File: config.mk
export PLATFORM = sky130hd
export DESIGN_NAME = fetch_stage_flat
export DESIGN_NICKNAME = d
export VERILOG_FILES = /design/src/rtl/fetch_stage_if.sv /design/src/rtl/fetch_stage.sv /design/src/flat_wrapper.sv
export SDC_FILE = /design/constraint.sdc
export NUM_CORES = 1
export LEC_CHECK = 0
export BUFFER_PORTS_ARGS = -buffer_cell sky130_fd_sc_hd__buf_2
export CAP_MARGIN = 20
export CORE_ASPECT_RATIO = 1.1
export CORE_MARGIN = 2
export CORE_UTILIZATION = 45
export DETAILED_ROUTE_END_ITERATION = 12
export PLACE_DENSITY = 0.67
export SYNTH_ARGS = -nofsm -noshare
export SYNTH_HDL_FRONTEND = slang
export SYNTH_SLANG_ARGS = --single-unit
File: constraint.sdc
create_clock -name clk -period 3.6 [get_ports clk]
set_clock_uncertainty 0.2 [all_clocks]
set_input_delay 0.36 -clock clk [delete_from_list [all_inputs] [get_ports clk]]
set_output_delay 0.36 -clock clk [all_outputs]
set_load 0.01 [all_outputs]
File: src/rtl/fetch_stage_if.sv
// fetch_stage_if: groups the instruction-memory port, the hazard/branch control
// inputs and the IF/ID pipeline register outputs of the fetch stage.
//   master : the fetch stage (drives I_addr and the if_* fields)
//   slave  : memory plus the decode, hazard and branch units
// Signals:
//   I_addr         instruction address to memory (combinational)
//   I_data         memory byte for the address presented in the previous cycle
//   stall          hold PC and IF/ID contents
//   flush          kill IF/ID contents and any half-assembled instruction
//   redirect_valid load the PC from redirect_pc
//   redirect_pc    redirect target
//   if_valid       IF/ID holds a real instruction
//   if_instr       opcode byte
//   if_imm         immediate byte (0 for one-byte instructions)
//   if_len         1 = two-byte instruction
//   if_pc          address of the opcode byte
interface fetch_stage_if #(
  parameter int ADDR_WIDTH = 8,
  parameter int DATA_WIDTH = 8
);
  logic [ADDR_WIDTH-1:0] I_addr;
  logic [DATA_WIDTH-1:0] I_data;
  logic                  stall;
  logic                  flush;
  logic                  redirect_valid;
  logic [ADDR_WIDTH-1:0] redirect_pc;
  logic                  if_valid;
  logic [DATA_WIDTH-1:0] if_instr;
  logic [DATA_WIDTH-1:0] if_imm;
  logic                  if_len;
  logic [ADDR_WIDTH-1:0] if_pc;

  modport master (
    output I_addr, if_valid, if_instr, if_imm, if_len, if_pc,
    input  I_data, stall, flush, redirect_valid, redirect_pc
  );

  modport slave (
    input  I_addr, if_valid, if_instr, if_imm, if_len, if_pc,
    output I_data, stall, flush, redirect_valid, redirect_pc
  );
endinterface

File: src/rtl/fetch_stage.sv
// fetch_stage: instruction fetch for the 8-bit pipelined processor.
// Issues addresses to a memory with a one-cycle registered read, assembles
// one-byte and two-byte (opcode + immediate) instructions and presents them
// through the registered IF/ID outputs, under stall, flush and redirect control.
// Ports:
//   clk    rising-edge clock
//   rst_n  asynchronous active-low reset
//   bus    fetch_stage_if.master (memory port, control inputs, IF/ID outputs)
module fetch_stage #(
  parameter int                    ADDR_WIDTH = 8,
  parameter int                    DATA_WIDTH = 8,
  parameter logic [ADDR_WIDTH-1:0] RESET_PC   = 8'h00,
  parameter logic [3:0]            LONG_OP    = 4'hC
) (
  input logic           clk,
  input logic           rst_n,
  fetch_stage_if.master bus
);

  typedef enum logic {
    ST_OP,   // next valid byte is an opcode
    ST_IMM   // next valid byte is the immediate of op_hold
  } state_t;

  state_t                state_q, state_d;
  logic [ADDR_WIDTH-1:0] pc_q, pc_d;
  logic [ADDR_WIDTH-1:0] last_addr_q;
  logic                  rd_valid_q, rd_valid_d;
  logic [DATA_WIDTH-1:0] op_hold_q, op_hold_d;
  logic [ADDR_WIDTH-1:0] op_pc_q, op_pc_d;

  logic                  if_valid_q, if_valid_d;
  logic [DATA_WIDTH-1:0] if_instr_q, if_instr_d;
  logic [DATA_WIDTH-1:0] if_imm_q, if_imm_d;
  logic                  if_len_q, if_len_d;
  logic [ADDR_WIDTH-1:0] if_pc_q, if_pc_d;

  logic [ADDR_WIDTH-1:0] pc_inc;
  logic                  is_long;

  // Wraps modulo 2^ADDR_WIDTH, so an opcode at the top address takes its
  // immediate from address 0.
  assign pc_inc  = pc_q + ADDR_WIDTH'(1);
  assign is_long = (bus.I_data[DATA_WIDTH-1 -: 4] == LONG_OP);

  // While stalled, re-present the in-flight address so the memory returns the
  // same byte again and nothing is lost when the stall releases.
  assign bus.I_addr = bus.stall ? last_addr_q : pc_q;

  // NOTE: every variable gets its hold value first so no path leaves one
  // unassigned, which would otherwise infer a latch.
  always_comb begin
    pc_d       = pc_q;
    state_d    = state_q;
    rd_valid_d = rd_valid_q;
    op_hold_d  = op_hold_q;
    op_pc_d    = op_pc_q;
    if_valid_d = if_valid_q;
    if_instr_d = if_instr_q;
    if_imm_d   = if_imm_q;
    if_len_d   = if_len_q;
    if_pc_d    = if_pc_q;

    if (bus.redirect_valid) begin
      // The byte arriving next cycle belongs to the old path.
      pc_d       = bus.redirect_pc;
      rd_valid_d = 1'b0;
      state_d    = ST_OP;
      if_valid_d = 1'b0;
    end else if (bus.flush) begin
      pc_d       = pc_inc;
      rd_valid_d = 1'b0;
      state_d    = ST_OP;
      if_valid_d = 1'b0;
    end else if (!bus.stall) begin
      pc_d       = pc_inc;
      rd_valid_d = 1'b1;
      if (!rd_valid_q) begin
        if_valid_d = 1'b0;
      end else if (state_q == ST_IMM) begin
        if_valid_d = 1'b1;
        if_instr_d = op_hold_q;
        if_imm_d   = bus.I_data;
        if_len_d   = 1'b1;
        if_pc_d    = op_pc_q;
        state_d    = ST_OP;
      end else if (is_long) begin
        op_hold_d  = bus.I_data;
        op_pc_d    = last_addr_q;
        state_d    = ST_IMM;
        if_valid_d = 1'b0;
      end else begin
        if_valid_d = 1'b1;
        if_instr_d = bus.I_data;
        if_imm_d   = '0;
        if_len_d   = 1'b0;
        if_pc_d    = last_addr_q;
      end
    end
  end

  // NOTE: state registers use non-blocking assignments so every register
  // samples the pre-edge values computed above, independent of statement order.
  always_ff @(posedge clk or negedge rst_n) begin
    if (!rst_n) begin
      // NOTE: the pending-opcode registers are reset too, so a reset taken in
      // the middle of a two-byte instruction leaves no stale state behind.
      pc_q        <= RESET_PC;
      last_addr_q <= RESET_PC;
      state_q     <= ST_OP;
      rd_valid_q  <= 1'b0;
      op_hold_q   <= '0;
      op_pc_q     <= '0;
      if_valid_q  <= 1'b0;
      if_instr_q  <= '0;
      if_imm_q    <= '0;
      if_len_q    <= 1'b0;
      if_pc_q     <= '0;
    end else begin
      pc_q        <= pc_d;
      last_addr_q <= bus.I_addr;
      state_q     <= state_d;
      rd_valid_q  <= rd_valid_d;
      op_hold_q   <= op_hold_d;
      op_pc_q     <= op_pc_d;
      if_valid_q  <= if_valid_d;
      if_instr_q  <= if_instr_d;
      if_imm_q    <= if_imm_d;
      if_len_q    <= if_len_d;
      if_pc_q     <= if_pc_d;
    end
  end

  assign bus.if_valid = if_valid_q;
  assign bus.if_instr = if_instr_q;
  assign bus.if_imm   = if_imm_q;
  assign bus.if_len   = if_len_q;
  assign bus.if_pc    = if_pc_q;

endmodule

File: src/flat_wrapper.sv
// flat-port wrapper written by rule: the top's interface ports become plain ports
module fetch_stage_flat 
#(
  parameter int                    ADDR_WIDTH = 8,
  parameter int                    DATA_WIDTH = 8,
  parameter logic [ADDR_WIDTH-1:0] RESET_PC   = 8'h00,
  parameter logic [3:0]            LONG_OP    = 4'hC
)
  (clk, rst_n, bus_I_addr, bus_if_valid, bus_if_instr, bus_if_imm, bus_if_len, bus_if_pc, bus_I_data, bus_stall, bus_flush, bus_redirect_valid, bus_redirect_pc);
  fetch_stage_if #(.ADDR_WIDTH(ADDR_WIDTH), .DATA_WIDTH(DATA_WIDTH)) bus_i ();
  input logic clk;
  input logic rst_n;
  output wire logic [$bits(bus_i.I_addr)-1:0] bus_I_addr;
  output wire logic [$bits(bus_i.if_valid)-1:0] bus_if_valid;
  output wire logic [$bits(bus_i.if_instr)-1:0] bus_if_instr;
  output wire logic [$bits(bus_i.if_imm)-1:0] bus_if_imm;
  output wire logic [$bits(bus_i.if_len)-1:0] bus_if_len;
  output wire logic [$bits(bus_i.if_pc)-1:0] bus_if_pc;
  input wire logic [$bits(bus_i.I_data)-1:0] bus_I_data;
  input wire logic [$bits(bus_i.stall)-1:0] bus_stall;
  input wire logic [$bits(bus_i.flush)-1:0] bus_flush;
  input wire logic [$bits(bus_i.redirect_valid)-1:0] bus_redirect_valid;
  input wire logic [$bits(bus_i.redirect_pc)-1:0] bus_redirect_pc;
  assign bus_I_addr = bus_i.I_addr;
  assign bus_if_valid = bus_i.if_valid;
  assign bus_if_instr = bus_i.if_instr;
  assign bus_if_imm = bus_i.if_imm;
  assign bus_if_len = bus_i.if_len;
  assign bus_if_pc = bus_i.if_pc;
  assign bus_i.I_data = bus_I_data;
  assign bus_i.stall = bus_stall;
  assign bus_i.flush = bus_flush;
  assign bus_i.redirect_valid = bus_redirect_valid;
  assign bus_i.redirect_pc = bus_redirect_pc;
  fetch_stage #(.ADDR_WIDTH(ADDR_WIDTH), .DATA_WIDTH(DATA_WIDTH), .RESET_PC(RESET_PC), .LONG_OP(LONG_OP)) u_core (.clk(clk), .rst_n(rst_n), .bus(bus_i));
endmodule
==> flow_metrics.env <==
export IMPL_p_total_mw=1.68
export IMPL_power_density_nw_per_um2=536
export IMPL_dr_pass1_iters=4
export IMPL_final_setup_worst_slack_ns=1.48
export IMPL_wl_met3_um=270
export IMPL_syn_num_nets=241
export IMPL_place_congestion=0.747
export IMPL_final_hold_viol_count=0
export IMPL_max_cap_violations=0
export IMPL_post_synth_top_count_cell="dfrtp_1"
export IMPL_syn_avg_cell_area_um2=11.7
export IMPL_std_cell_rows=28
export IMPL_yosys_area_top_type_share_pct=58.5
export IMPL_worst_ep_arrival_time_ns=2.13
export IMPL_die_area_um2=6330
export IMPL_grt_max_degree=42
export IMPL_cts_sinks=60
export IMPL_async_flop_share_pct=100
export IMPL_hp_class="in -> reg"
export IMPL_synth_largest_area_cell="dfrtp_1"
export IMPL_fin_crit_ns=2.12
export IMPL_boundaryPins=55
export IMPL_utilization_pct=57.6
export IMPL_syn_area_um2=2570
export IMPL_cts_tree="built"
export IMPL_status="finished, final reports clean"
export IMPL_yosysUniqueCellTypes=28
export IMPL_synth_area_leaders="dfrtp_1, mux2_2, mux2i_1"
export IMPL_met1_length_um=2220
export IMPL_diodes=0
export IMPL_cts_buffers=9
export IMPL_grt_usage_pct=16.9
export IMPL_clock_latency_ns=0.33
export IMPL_top_layer_used="met4"
export IMPL_ys_seq_elements=60
export IMPL_cp_start_kind="flop"
export IMPL_cp_required_ns=3.61
export IMPL_cpMaxStageDelayCell="o21ai_2"
export IMPL_cts_max_level=3
export IMPL_ant_nets=0
export IMPL_clkTransAtPathRegs_ns=0.07
export IMPL_clockBufferDepth=2
export IMPL_dp_slack_ns=1.34
export IMPL_io_buffers=54
export IMPL_ys_warn_count=0
export IMPL_syn_to_final_growth_pct=21.8
export IMPL_crit_chain="nand4bb_4, o21ai_2, buf_4, o21ai_0"
export IMPL_maxSlewHeadroom_pct=35.5
export IMPL_leakagePower_nw=1.57
export IMPL_path_class="reg -> reg"
export IMPL_cts_root_buf="clkbuf_8"
export IMPL_endpoint_kind="flop"
export IMPL_fillers=476
export IMPL_initial_core_util_pct=47.3
export IMPL_final_net_count=298
export IMPL_fin_crit_sh_pct=58.9
export IMPL_post_dp_hpwl_um=3210
export IMPL_setup_viol=0
export IMPL_ir_worst_vdd_uv=257
export IMPL_synth_commonest_cells="dfrtp_1, nand2_1, o21ai_0, mux2_2, mux2i_1"
export IMPL_wire_per_inst_um=13.3
export IMPL_first_global_vias=1822
export IMPL_wl_met2_um=2150
export IMPL_reg2reg_slack_ns=1.48
export IMPL_via_per_inst=4.98
export IMPL_netlist_instances=219
export IMPL_slowest_delay_ns=0.77
export IMPL_ys_seq_area_share_pct=58.5
export IMPL_grt_antenna_before_repair=0
export IMPL_hold_path_depth=3
export IMPL_setup_tns_ns=0
export IMPL_fp_dieH_um=83.2
export IMPL_vias=1772
export IMPL_wl_um=4740
export IMPL_die_width_um=76.0
export IMPL_rsz0062_at_grt="false"
export IMPL_drive_gt1_share_pct=35.2
export IMPL_dr_first_iter_drc_count=65
export IMPL_drc=0
export IMPL_worstPathMaxFanout=28
export IMPL_finalMaxSlewViolations=0
export IMPL_grt_pass1_wl_um=8500
export IMPL_r2r_cells=4
export IMPL_grt_overflow=0
export IMPL_max_freq_mhz=472
export IMPL_core_area_um2=5430
export IMPL_ys_flop_type="dfrtp_1"
export IMPL_synth_edf_count=0
export IMPL_worst_pin_slew_ns=0.967
-- area by class of cell --
cell class	instances	area [µm²]	area share [%]
Clock buffer	10	138	4.40
Clock inverter	6	87.6	2.80
Inverter	1	3.75	0.120
Multi-Input combinational cell	145	995	31.8
Sequential cell	60	1500	48.0
Tap cell	75	93.8	3.00
Timing Repair Buffer	59	310	9.92
-- repair_timing --
item                      4_1_cts  5_1_grt
gates resized for setup         0        0
hold buffers                    1        0
hold endpoints to repair       40        0
setup buffers                   0        0
-- report_power, final --
part | internal (mW) | total (mW) | switching (mW)
logic | 0.0960 | 0.211 | 0.115
clock network | 0.407 | 0.674 | 0.267
registers | 0.744 | 0.791 | 0.0464
total | 1.25 | 1.68 | 0.428
-- worst paths after layout --
check	endpoint	from
max in group asynchronous	u_core.bus.if_valid	rst_n
min in group asynchronous	u_core.op_pc_q[3]	rst_n
min	u_core.pc_q[6]	bus_redirect_pc[6]
max reg2reg	u_core.bus.if_instr[4]	u_core.state_q
max	u_core.bus.if_instr[4]	u_core.state_q
min reg2reg	u_core.op_hold_q[6]	u_core.op_hold_q[6]
-- metal layers --
metal | GRT usage (%) | up-vias
met5 | 0 | -
met1 | 21.7 | 851
met3 | 6.52 | 10
met2 | 25.2 | 46
met4 | 7.77 | 0
li1 | - | 865
-- registers in the layout, indices dropped and copies added, names as in the netlist --
name / cells
u_core.bus.if_len: 1
u_core.last_addr_q: 8
u_core.bus.if_instr: 8
u_core.bus.if_imm: 8
u_core.op_hold_q: 8
u_core.pc_q: 8
u_core.state_q: 1
u_core.bus.if_pc: 8
u_core.op_pc_q: 8
u_core.bus.if_valid: 1
u_core.rd_valid_q: 1
-- cell families (layout without fill, tap and decap cells) --
kind of cell | Yosys count | after routing | synth area share, %
compound gates | 27 | 27 | 5.46
mux | 38 | 38 | 15.8
flops | 60 | 60 | 58.5
simple gates | 72 | 72 | 14.5
fa+ha+maj | 1 | 1 | 0.487
xor+xnor | 7 | 7 | 2.39
buf+inv | 14 | 76 | 2.97
-- worst max-delay path, delay by kind of cell (launching register included) --
kind,cells,cell delay [ns]
AO/OA/AOI/OAI,2,0.87
buffers and inverters,1,0.32
flip-flops,1,0.38
AND/OR/NAND/NOR,1,0.22
-- stage by stage --
| stage | hold WS, ns | instance area, µm² | std cells |
|---|---|---|---|
| 6_report | 0.0308 | 3130 | 356 |
| 5_1_grt | 0.0162 | 3130 | 356 |
| 4_1_cts | 0.0182 | 3130 | 356 |
| 3_5_place_dp | 0.255 | 2890 | 339 |
| 3_3_place_gp | 0.249 | 2890 | 339 |
| 2_1_floorplan | -0.136 | 2570 | 219 |
-- placed cells by master (no fill, tap or decap) --
| master | netlist | routed |
|---|---|---|
| dfrtp_1 | 60 | 60 |
| buf_2 | 6 | 54 |
| nand2_1 | 45 | 45 |
| o21ai_0 | 24 | 24 |
| mux2_2 | 20 | 20 |
| mux2i_1 | 18 | 18 |
| nand3_1 | 11 | 11 |
| clkbuf_8 | 0 | 10 |
| xor2_1 | 6 | 6 |
| buf_4 | 0 | 4 |
| nand2b_1 | 3 | 3 |
| and2_1 | 3 | 3 |
| clkinvlp_4 | 0 | 3 |
| nand4_1 | 2 | 2 |
| bufinv_16 | 0 | 2 |
| nand4bb_4 | 1 | 1 |
| nor4b_4 | 1 | 1 |
| o21ai_2 | 0 | 1 |
| nor2_4 | 1 | 1 |
| nand2_4 | 1 | 1 |
| and4_1 | 1 | 1 |
| and3_1 | 1 | 1 |
| xnor2_1 | 1 | 1 |
| inv_1 | 1 | 1 |
| a211oi_1 | 1 | 1 |
| nor2_1 | 1 | 1 |
| nor3_1 | 1 | 1 |
| o31ai_1 | 1 | 1 |
| ha_1 | 1 | 1 |
| clkinv_2 | 0 | 1 |
| dlygate4sd3_1 | 0 | 1 |
Note: power is estimated with default switching activity, not from simulation.
